`config.mk`:
```
export PLATFORM = sky130hd
export DESIGN_NAME = ldst_control_sequencer
export DESIGN_NICKNAME = d
export VERILOG_FILES = /design/src/rtl/ldst_ctrl_pkg.sv /design/src/rtl/ldst_control_sequencer_mem_wait_counter.sv /design/src/rtl/ldst_control_sequencer.sv
export SDC_FILE = /design/constraint.sdc
export NUM_CORES = 1
export LEC_CHECK = 0
export ABC_CLOCK_PERIOD_IN_PS = 2300
export CELL_PAD_IN_SITES_DETAIL_PLACEMENT = 1
export CELL_PAD_IN_SITES_GLOBAL_PLACEMENT = 2
export CORE_MARGIN = 3
export CORE_UTILIZATION = 27
export DETAILED_ROUTE_END_ITERATION = 6
export PLACE_DENSITY_LB_ADDON = 0.1
export REMOVE_ABC_BUFFERS = 1
export SETUP_SLACK_MARGIN = 0.05
export SLEW_MARGIN = 20
export SYNTH_ARGS = -nofsm -noshare
export SYNTH_HDL_FRONTEND = slang
export SYNTH_SLANG_ARGS = --single-unit
export TNS_END_PERCENT = 5
```
`constraint.sdc`:
```
create_clock -name Clock -period 2.3 [get_ports Clock]
set_clock_uncertainty 0.15 [all_clocks]
set_input_delay 0.575 -clock Clock [delete_from_list [all_inputs] [get_ports Clock]]
set_output_delay 0.575 -clock Clock [all_outputs]
set_load 0.005 [all_outputs]
```
`src/rtl/ldst_ctrl_pkg.sv`:
```
// rtl/ldst_ctrl_pkg.sv - shared opcodes, ALU code, state encodings and strobe bundle for the ld/ldi/st sequencer
package ldst_ctrl_pkg;

   localparam logic [4:0] OPCODE_LD  = 5'b00000;
   localparam logic [4:0] OPCODE_LDI = 5'b00001;
   localparam logic [4:0] OPCODE_ST  = 5'b00010;
   localparam logic [4:0] ALU_OP_ADD = 5'b00011;

   localparam int MEM_WAIT_MIN = 1;
   localparam int MEM_WAIT_MAX = 15;

   typedef enum logic [3:0] {
      S_IDLE = 4'd0,
      S_F0   = 4'd1,
      S_F1   = 4'd2,
      S_F2   = 4'd3,
      S_DEC  = 4'd4,
      S_EA0  = 4'd5,
      S_EA1  = 4'd6,
      S_EA2  = 4'd7,
      S_LD0  = 4'd8,
      S_LD1  = 4'd9,
      S_ST0  = 4'd10,
      S_ST1  = 4'd11,
      S_FIN  = 4'd12
   } state_t;

   typedef struct packed {
      logic       pc_out;
      logic       inc_pc;
      logic       pc_in;
      logic       mar_in;
      logic       read;
      logic       write;
      logic       mdr_in;
      logic       mdr_out;
      logic       ir_in;
      logic       y_in;
      logic       z_in;
      logic       zlow_out;
      logic       gra;
      logic       grb;
      logic       r_in;
      logic       r_out;
      logic       ba_out;
      logic       c_out;
      logic [4:0] operation;
      logic       done;
   } ctrl_t;

   // Out-of-range wait counts are pulled into 1..15 so the 4-bit counter can always hold the reload.
   function automatic logic [3:0] mem_wait_reload(input int mem_wait);
      int w;
      w = mem_wait;
      if (w < MEM_WAIT_MIN) w = MEM_WAIT_MIN;
      if (w > MEM_WAIT_MAX) w = MEM_WAIT_MAX;
      return 4'(w - 1);
   endfunction

endpackage

```
`src/rtl/ldst_control_sequencer_mem_wait_counter.sv`:
```
// rtl/ldst_control_sequencer_mem_wait_counter.sv - 4-bit memory wait-state down counter with zero flag
module mem_wait_counter (
   input  logic       i_clk,
   input  logic       i_resetn,
   input  logic       i_load,
   input  logic [3:0] i_load_val,
   input  logic       i_dec,
   output logic       o_zero
);

   logic [3:0] r_count;

   always_ff @(posedge i_clk) begin
      if (!i_resetn) begin
         r_count <= 4'd0;
      end else if (i_load) begin
         r_count <= i_load_val;
      end else if (i_dec && (r_count != 4'd0)) begin
         r_count <= r_count - 4'd1;
      end
   end

   assign o_zero = (r_count == 4'd0);

endmodule

```
`src/rtl/ldst_control_sequencer.sv`:
```
// rtl/ldst_control_sequencer.sv - Moore control sequencer for fetch and ld/ldi/st with memory wait states
module ldst_control_sequencer
   import ldst_ctrl_pkg::*;
#(
   parameter int               MEM_WAIT = 1,
   parameter int               OPC_W    = 5,
   parameter logic [OPC_W-1:0] OPC_LD   = OPCODE_LD,
   parameter logic [OPC_W-1:0] OPC_LDI  = OPCODE_LDI,
   parameter logic [OPC_W-1:0] OPC_ST   = OPCODE_ST,
   parameter logic [4:0]       ALU_ADD  = ALU_OP_ADD
) (
   input  logic             Clock,
   input  logic             Clear,
   input  logic             Run,
   input  logic [OPC_W-1:0] IR_opcode,
   output logic             PCout,
   output logic             IncPC,
   output logic             PCin,
   output logic             MARin,
   output logic             Read,
   output logic             Write,
   output logic             MDRin,
   output logic             MDRout,
   output logic             IRin,
   output logic             Yin,
   output logic             Zin,
   output logic             Zlowout,
   output logic             GRA,
   output logic             GRB,
   output logic             Rin,
   output logic             Rout,
   output logic             BAout,
   output logic             Cout,
   output logic [4:0]       operation,
   output logic             Done,
   output logic             Illegal,
   output logic [3:0]       State
);

   localparam logic [3:0] W_RELOAD = mem_wait_reload(MEM_WAIT);

   state_t r_state;
   state_t w_next;
   ctrl_t  r_ctrl;
   ctrl_t  w_ctrl;
   logic   r_illegal;
   logic   w_set_illegal;
   logic   w_wait_zero;
   logic   w_cur_mem;
   logic   w_next_mem;
   logic   w_is_ldi;
   logic   w_is_st;
   logic   w_legal;

   assign w_is_ldi   = (IR_opcode == OPC_LDI);
   assign w_is_st    = (IR_opcode == OPC_ST);
   assign w_legal    = (IR_opcode == OPC_LD) || w_is_ldi || w_is_st;
   assign w_cur_mem  = (r_state == S_F1) || (r_state == S_LD0) || (r_state == S_ST1);
   assign w_next_mem = (w_next == S_F1) || (w_next == S_LD0) || (w_next == S_ST1);

   mem_wait_counter u_wait (
      .i_clk      (Clock),
      .i_resetn   (Clear),
      .i_load     (w_next_mem && (w_next != r_state)),
      .i_load_val (W_RELOAD),
      .i_dec      (w_cur_mem),
      .o_zero     (w_wait_zero)
   );

   always_comb begin
      w_next        = r_state;
      w_set_illegal = 1'b0;
      case (r_state)
         S_IDLE: if (Run && !r_illegal) w_next = S_F0;
         S_F0:   w_next = S_F1;
         S_F1:   if (w_wait_zero) w_next = S_F2;
         S_F2:   w_next = S_DEC;
         S_DEC: begin
            if (w_legal) begin
               w_next = S_EA0;
            end else begin
               w_next        = S_IDLE;
               w_set_illegal = 1'b1;
            end
         end
         S_EA0:  w_next = S_EA1;
         S_EA1:  w_next = S_EA2;
         S_EA2:  w_next = w_is_ldi ? S_FIN : (w_is_st ? S_ST0 : S_LD0);
         S_LD0:  if (w_wait_zero) w_next = S_LD1;
         S_LD1:  w_next = S_FIN;
         S_ST0:  w_next = S_ST1;
         S_ST1:  if (w_wait_zero) w_next = S_FIN;
         S_FIN:  w_next = Run ? S_F0 : S_IDLE;
         default: w_next = S_IDLE;
      endcase
   end

   // Strobes are decoded from the next state and registered so they line up with State for the whole cycle.
   always_comb begin
      w_ctrl = '0;
      case (w_next)
         S_F0:  begin w_ctrl.pc_out = 1'b1; w_ctrl.mar_in = 1'b1; w_ctrl.inc_pc = 1'b1; w_ctrl.z_in = 1'b1; end
         S_F1:  begin w_ctrl.zlow_out = 1'b1; w_ctrl.pc_in = 1'b1; w_ctrl.read = 1'b1; w_ctrl.mdr_in = 1'b1; end
         S_F2:  begin w_ctrl.mdr_out = 1'b1; w_ctrl.ir_in = 1'b1; end
         S_EA0: begin w_ctrl.grb = 1'b1; w_ctrl.r_out = 1'b1; w_ctrl.ba_out = 1'b1; w_ctrl.y_in = 1'b1; end
         S_EA1: begin w_ctrl.c_out = 1'b1; w_ctrl.z_in = 1'b1; w_ctrl.operation = ALU_ADD; end
         S_EA2: begin
            w_ctrl.zlow_out = 1'b1;
            if (w_is_ldi) begin
               w_ctrl.gra  = 1'b1;
               w_ctrl.r_in = 1'b1;
            end else begin
               w_ctrl.mar_in = 1'b1;
            end
         end
         S_LD0: begin w_ctrl.read = 1'b1; w_ctrl.mdr_in = 1'b1; end
         S_LD1: begin w_ctrl.mdr_out = 1'b1; w_ctrl.gra = 1'b1; w_ctrl.r_in = 1'b1; end
         S_ST0: begin w_ctrl.gra = 1'b1; w_ctrl.r_out = 1'b1; w_ctrl.mdr_in = 1'b1; end
         S_ST1: begin w_ctrl.mdr_out = 1'b1; w_ctrl.write = 1'b1; end
         S_FIN: w_ctrl.done = 1'b1;
         default: ;
      endcase
   end

   always_ff @(posedge Clock) begin
      if (!Clear) begin
         r_state   <= S_IDLE;
         r_ctrl    <= '0;
         r_illegal <= 1'b0;
      end else begin
         r_state <= w_next;
         r_ctrl  <= w_ctrl;
         if (w_set_illegal) r_illegal <= 1'b1;
      end
   end

   assign PCout     = r_ctrl.pc_out;
   assign IncPC     = r_ctrl.inc_pc;
   assign PCin      = r_ctrl.pc_in;
   assign MARin     = r_ctrl.mar_in;
   assign Read      = r_ctrl.read;
   assign Write     = r_ctrl.write;
   assign MDRin     = r_ctrl.mdr_in;
   assign MDRout    = r_ctrl.mdr_out;
   assign IRin      = r_ctrl.ir_in;
   assign Yin       = r_ctrl.y_in;
   assign Zin       = r_ctrl.z_in;
   assign Zlowout   = r_ctrl.zlow_out;
   assign GRA       = r_ctrl.gra;
   assign GRB       = r_ctrl.grb;
   assign Rin       = r_ctrl.r_in;
   assign Rout      = r_ctrl.r_out;
   assign BAout     = r_ctrl.ba_out;
   assign Cout      = r_ctrl.c_out;
   assign operation = r_ctrl.operation;
   assign Done      = r_ctrl.done;
   assign Illegal   = r_illegal;
   assign State     = r_state;

endmodule

```
==> results list <==
- Dividing total power by cell area gives a power density of 594 nW/um2.
- Outcome: complete, no violations
- Of the synthesized area, sequential elements account for 0.377.
- Number of fill cells in the layout: 563
- The die is 76.2 um tall.
* Input/output buffers: 33
* Clock root buffer: clkbuf_8
* Final period utilization: 0.944
- The congestion estimate from routability-driven global placement came to 0.790.
- Via count of the first global-routing pass: 1306
- Clock latency on the worst-skew pair, taken at its later pin, is 0.27 ns.
- After detailed routing, the total wire length is 3760 um.
- Clock sinks: 25
* Peak ir drop on the vdd network: 0.444 mV
* Number of antenna violations at the first check in global routing: 0
- Most numerous cell in the Yosys netlist: dfxtp_1
- Post-layout net count: 215
- The first TritonRoute pass finished after 4 iterations.
* Final count of negative-setup-slack endpoints: 0
* Delay of the slowest critical-path stage: 0.40 ns
* TNS Setup: 0 ns
- Counting both buffers and inverters, the worst setup path holds a total of 1.
- Number of H-tree levels: 1
- The share of synthesized area in the top cell type comes to 0.377.
* Worst hold slack after final layout: 0.386 ns
- The count of nets left with antenna violations once routing finished came out at 0.
- For this run the aggregate overflow at the end of global routing stands at 0.
* Arrival time of data at the critical path endpoint: 2.24 ns
- Ordered cell list for the critical path: dlygate4sd2_1 -> a2111oi_4 -> nand3_1 -> a211o_1 -> and4_1 -> o22a_2 -> nor2_1
- Via count: 1244
- The clock passes through at most 2 buffers.
* Unrepaired setup endpoints after global routing: true
- Data on the critical path is required at its endpoint by 2.37 ns.
- Yosys printed 0 warnings.
- The die covers 5800 um2.
* Cell type group with the largest total delay on the critical path: compound AO/OA/AOI/OAI gates
- The most used flip-flop cell after synthesis is dfxtp_1.
- The wire-length estimate of the detail-placed layout is 3070 um.
- Number of antenna repair diodes: 0
- Number of core rows: 24
- Fraction of layout instances using a drive strength above 1: 0.215
- Entering global routing, the biggest net connects 16 pins.
- After the first detailed-routing iteration, the DRC count stood at 35.
- Synth Area per Inst: 8.41 um2
- Along the worst path, the maximum fanout reaches 4.
- Count of pins on the block boundary: 37
- Counting flops with a built-in enable in the synthesized netlist gives 0.
* Routed wire per std cell: 13.9 um
- Worst Setup End Kind: register
* Nature of the critical path startpoint: input port
* Smallest setup slack after layout: 0.130 ns
- Before CTS, the worst setup slack after placement is -0.463 ns.
- Across the run, the number of max-cap violations was 0.
* Clock tree from TritonCTS: yes
* Number of max-slew violations in the final report: 0
- The first global-routing pass estimated 6340 um of wire.
* Fraction of registers with async set/reset: 0
* Setup bufs post-CTS: 0
- The completed layout was analyzed and its total power is 1.12 mW.
- Type of the worst setup path: input port to register
* Remaining routing DRC violations: 0
- Excluding fillers, the count of instances in the completed layout stands at 270.
- Clock-pin slew was measured on the worst setup and hold paths at 0.09 ns.
* Standby leakage power: 0.740 nW
* Cell area after technology mapping: 1330 um2
* Cell variety after synth: 49
- Sorting the synthesized cells by area gives the leading types as dfxtp_1, nor2_1, buf_4.
* Number of instances in the synthesized netlist: 158
- After detailed routing, the number of vias per cell comes to 4.61.
- Class of the worst hold path: register to register
* Cell Count Post-Placement: 266
- Across every metal layer, demand over resource in global routing totals 0.133.
- Final critical path time including I/O delays and setup: 2.17 ns
- Hold repair after CTS inserted 0 buffers.
- Max stage delay cell, worst path: a2111oi_4
* List of most frequent post-synthesis cells: dfxtp_1, nor2_1, nand2_1
- Biggest area consumer among synthesized cells: dfxtp_1
- Die X-Extent: 76.2 um
* Number of buffers created by CTS: 3
- Based on the critical path, the design can be clocked at up to 0.461 GHz.
- The floorplan step defined a core boundary enclosing 4560 um2.
- Synth Register Bits: 25
- The initial utilization of the core area, before any placement, comes to 0.291.
- From synthesis to final layout, the design area changed by 41.9%.
- The final count of hold timing violations is 0.
==> repair_timing <==
action / 4_1_cts / 5_1_grt
pin swaps: 3 / 4
endpoints found under the setup margin: 18 / 11
gates resized for setup: 11 / 3
==> path summary, 6_finish.rpt <==
kind / slack (ns) / depth (start not counted) / startpoint / to
setup reg to reg: 0.17 / 8 / u_wait.r_count[0] / Rin
setup / recovery: 0.13 / 7 / IR_opcode[3] / u_wait.r_count[0]
hold reg to reg: 0.39 / 2 / u_wait.r_count[1] / u_wait.r_count[1]
hold / removal: 0.39 / 2 / u_wait.r_count[1] / u_wait.r_count[1]
==> cells by family (layout without fill, tap and decap cells) <==
family | count (synthesis) | in the layout | synth area share
xor gates and xnor gates | 5 | 5 | 0.0330
adders and majority gates | 1 | 1 | 0.00941
and+or+nand+nor | 72 | 72 | 0.297
other | 1 | 3 | 0.00282
buffers and inverters | 27 | 72 | 0.122
DFF | 25 | 25 | 0.377
AOI/OAI and AO/OA | 27 | 27 | 0.159
==> layout by cell type (no fill, tap or decap), types with 4 or more instances in the layout <==
master / instances
dlygate4sd2_1: 5
inv_1: 9
nor2b_1: 5
clkdlybuf4s50_1: 28
a31oi_1: 4
xnor2_1: 4
nand3_1: 4
a21oi_1: 8
nor3b_1: 4
nor3_1: 5
nand2_1: 14
buf_4: 26
nor2_1: 19
dfxtp_1: 23
==> metal layers <==
layer / vias up / wire length (um) / track usage
met5: - / 0 / 0
met4: 0 / 48 / 0.0417
met3: 6 / 154 / 0.0296
met2: 24 / 1890 / 0.246
met1: 596 / 1660 / 0.153
li1: 618 / - / -
==> cell type report <==
cell class / instances / area [um2] / share of cell area
flip-flops and latches: 25 / 503 / 0.267
well taps: 65 / 81.3 / 0.0431
repair buffers: 59 / 519 / 0.275
clock buffers: 3 / 41.3 / 0.0219
multi-input cells: 108 / 699 / 0.371
inverters: 9 / 33.8 / 0.0179
clock inverters: 1 / 7.51 / 0.00398
==> power breakdown <==
part,switching (mW),internal (mW)
Combinational,0.172,0.195
Sequential,0.0240,0.464
Clock,0.144,0.123
==> tightest hold or removal path: cells and delay by family, from the launching register on <==
kind,cells,cell delay [ns]
compound gates,1,0.07
simple gates,1,0.07
flops,1,0.36
==> per-stage QoR <==
| stage | area, um2 | utilization |
|---|---|---|
| final | 1890 | 0.413 |
| after global routing | 1890 | 0.413 |
| after CTS | 1870 | 0.410 |
| after detailed placement | 1810 | 0.397 |
| after global placement | 1810 | 0.397 |
| after floorplan | 1210 | - |
No activity file was read; power rests on OpenSTA's default activity.
==> variant, RTL diff (config.mk and constraints unchanged) <==
Add an input register stage for `Clear`, `Run` and `IR_opcode`; this delays them by one clock.
--- a/src/rtl/ldst_control_sequencer.sv
+++ b/src/rtl/ldst_control_sequencer.sv
@@ -41,2 +41,12 @@
 
+   logic Clear_q;
+   logic Run_q;
+   logic [OPC_W-1:0] IR_opcode_q;
+
+   always_ff @(posedge Clock) begin
+      Clear_q     <= Clear;
+      Run_q       <= Run;
+      IR_opcode_q <= IR_opcode;
+   end
+
    state_t r_state;
@@ -54,5 +64,5 @@
 
-   assign w_is_ldi   = (IR_opcode == OPC_LDI);
-   assign w_is_st    = (IR_opcode == OPC_ST);
-   assign w_legal    = (IR_opcode == OPC_LD) || w_is_ldi || w_is_st;
+   assign w_is_ldi   = (IR_opcode_q == OPC_LDI);
+   assign w_is_st    = (IR_opcode_q == OPC_ST);
+   assign w_legal    = (IR_opcode_q == OPC_LD) || w_is_ldi || w_is_st;
    assign w_cur_mem  = (r_state == S_F1) || (r_state == S_LD0) || (r_state == S_ST1);
@@ -62,3 +72,3 @@
       .i_clk      (Clock),
-      .i_resetn   (Clear),
+      .i_resetn   (Clear_q),
       .i_load     (w_next_mem && (w_next != r_state)),
@@ -73,3 +83,3 @@
       case (r_state)
-         S_IDLE: if (Run && !r_illegal) w_next = S_F0;
+         S_IDLE: if (Run_q && !r_illegal) w_next = S_F0;
          S_F0:   w_next = S_F1;
@@ -92,3 +102,3 @@
          S_ST1:  if (w_wait_zero) w_next = S_FIN;
-         S_FIN:  w_next = Run ? S_F0 : S_IDLE;
+         S_FIN:  w_next = Run_q ? S_F0 : S_IDLE;
          default: w_next = S_IDLE;
@@ -125,3 +135,3 @@
    always_ff @(posedge Clock) begin
-      if (!Clear) begin
+      if (!Clear_q) begin
          r_state   <= S_IDLE;
Check against the original RTL: not equivalent (Yosys sat finds a counterexample within 4 cycles, from zero or initial values).
==> variant against the original RTL <==
Maximum frequency down 1.8%; sequential power increased by 28%; global-route usage grew 0.35 points; critical path type is now reg -> reg; design area up 9.0%; largest power group unchanged; setup slack lost 40 ps; critical endpoint is now Read$_SDFF_PN0_; core utilization is 2.1 points lower; total power rose by 25%; die area rose by 12%; sequential cell count is 7 higher; area after synthesis is 13% higher; register-to-register slack got worse by 80 ps; wire length grew 10%; final cell count grew 2.2%.
==> variant: results (changes against the original RTL) <==
| Group | Result | Reported | Delta |
|---|---|---|---|
| worst setup path | R2r setup slk | 90 ps | -80 ps |
| worst setup path | Slowest cell on crit path | or3b_1 |  |
| place | Pre-CTS setup slack | 50.0 ps | +513 ps |
| place | Routability congestion estimate | 0.847 | +7.2% |
| yosys | Sequential cell area fraction in the yosys report | 0.425 | +0.0482 |
| yosys | Number of different library cells in the post-synthesis netlist | 50 | +2.0% |
| timing | Final worst slack | 90.1 ps | -39.6 ps |
| detailed routing | Violation count after the first detailed-route iteration | 63 | +80% |
| layout | Nets | 214 | -0.47% |
| grt | Pin count of the biggest net entering global routing | 12 | -4 |
| detailed routing | Wire length reported by the detailed router | 4.15 mm | +10% |
| power and ir drop | Cell internal pwr | 989 uW | +27% |
| yosys | Adder-cell share of the synthesized area | 0.00830 | -0.00112 |
| layout | Fill cell count | 606 | +7.6% |
| yosys | Synth area leaders | dfxtp_1 (42%), nor2_1 (4.7%), buf_4 (4.0%) |  |
| grt | Aggregate global-route resource usage | 0.137 | +0.00355 |
| grt | Global-route wire length before repair | 6.87 mm | +8.3% |
| status | Run status | finished clean |  |
| yosys | Post-synthesis share of cell area spent on xor and xnor gates | 0.0232 | -0.00972 |
| yosys | Complex-gate fraction of the synthesized area | 0.162 | +0.00269 |
| clock network | H-tree levels | 2 | +1 |
| clock network | Clock-pin slew on the worst setup and hold paths | 70 ps | -20 ps |
| worst setup path | Path type of the worst setup path | reg -> reg |  |
| yosys | Multiplexer share of the synthesized area | 0.0266 | +0.0266 |
| worst setup path | Cell family with the largest share of critical-path delay | simple AND/OR/NAND/NOR gates |  |
[variant: cell families after synthesis]
| kind of cell | Yosys count |
|---|---|
| flops | 32 |
| compound gates | 28 |
| other cells | 1 |
| xor+xnor | 4 |
| fa+ha+maj | 1 |
| buf+inv | 22 |
| simple gates | 72 |
| mux | 4 |
[variant: cell type report]
class	count	area share
multi-input combinational	112	0.372
tap	70	0.0426
inverter	5	0.00913
clock inverter	3	0.00913
clock buffer	5	0.0335
timing repair buffer	49	0.219
sequential	32	0.314
[variant: what timing repair did]
item                       CTS  global route
pin swaps                    0             2
hold buffers                 0             0
hold endpoints to repair     0             0
setup endpoints to repair    4            14
cloned                       0             0
resized for setup            4             2
[variant: worst register-to-register path: cells and delay by family, from the launching register on]
kind	cells	cell delay (ps)
AOI/OAI and AO/OA	2	500
adders and majority gates	1	160
buffers and inverters	2	280
DFF	1	340
and+or+nand+nor	3	680
[variant: worst min path at each step]
stage	cells past startpoint	start	to	slack, ps
final	1	Illegal$_SDFFE_PN0P_	Illegal$_SDFFE_PN0P_	380
after global routing	1	Illegal$_SDFFE_PN0P_	Illegal$_SDFFE_PN0P_	420
after CTS	1	Illegal$_SDFFE_PN0P_	Illegal$_SDFFE_PN0P_	390
after detailed placement	1	Illegal$_SDFFE_PN0P_	Illegal$_SDFFE_PN0P_	360
after global placement	1	Illegal$_SDFFE_PN0P_	Illegal$_SDFFE_PN0P_	350
after floorplan	1	Illegal$_SDFFE_PN0P_	Illegal$_SDFFE_PN0P_	340
[variant: per-layer routing]
layer | share of wire | routed length (um) | up-vias | track usage
li1 | - | - | 649 | -
met1 | 0.48 | 1980 | 610 | 0.175
met2 | 0.48 | 1970 | 34 | 0.225
met3 | 0.045 | 185 | 2 | 0.0359
met4 | 0.0034 | 14 | 0 | 0.0422
met5 | 0 | 0 | - | 0
[variant: power by group through the flow]
| stage | Clock [uW] | Combinational (uW) | Sequential, uW |
|---|---|---|---|
| floorplan | 0 | 160 | 640 |
| global placement | 0 | 343 | 634 |
| detailed placement | 0 | 344 | 636 |
| CTS | 452 | 346 | 625 |
| global route | 474 | 389 | 631 |
| finish | 427 | 351 | 624 |
[variant: metrics by stage]
step	power [uW]	instances	utilization	cell area [sq um]	TNS [ps]
5_1_grt	1490	276	0.392	2060	-82.1
6_report	1400	276	0.392	2060	0
3_3_place_gp	977	268	0.372	1950	0
2_1_floorplan	800	149	-	1410	-148
4_1_cts	1420	276	0.390	2040	0
3_5_place_dp	980	268	0.372	1950	0
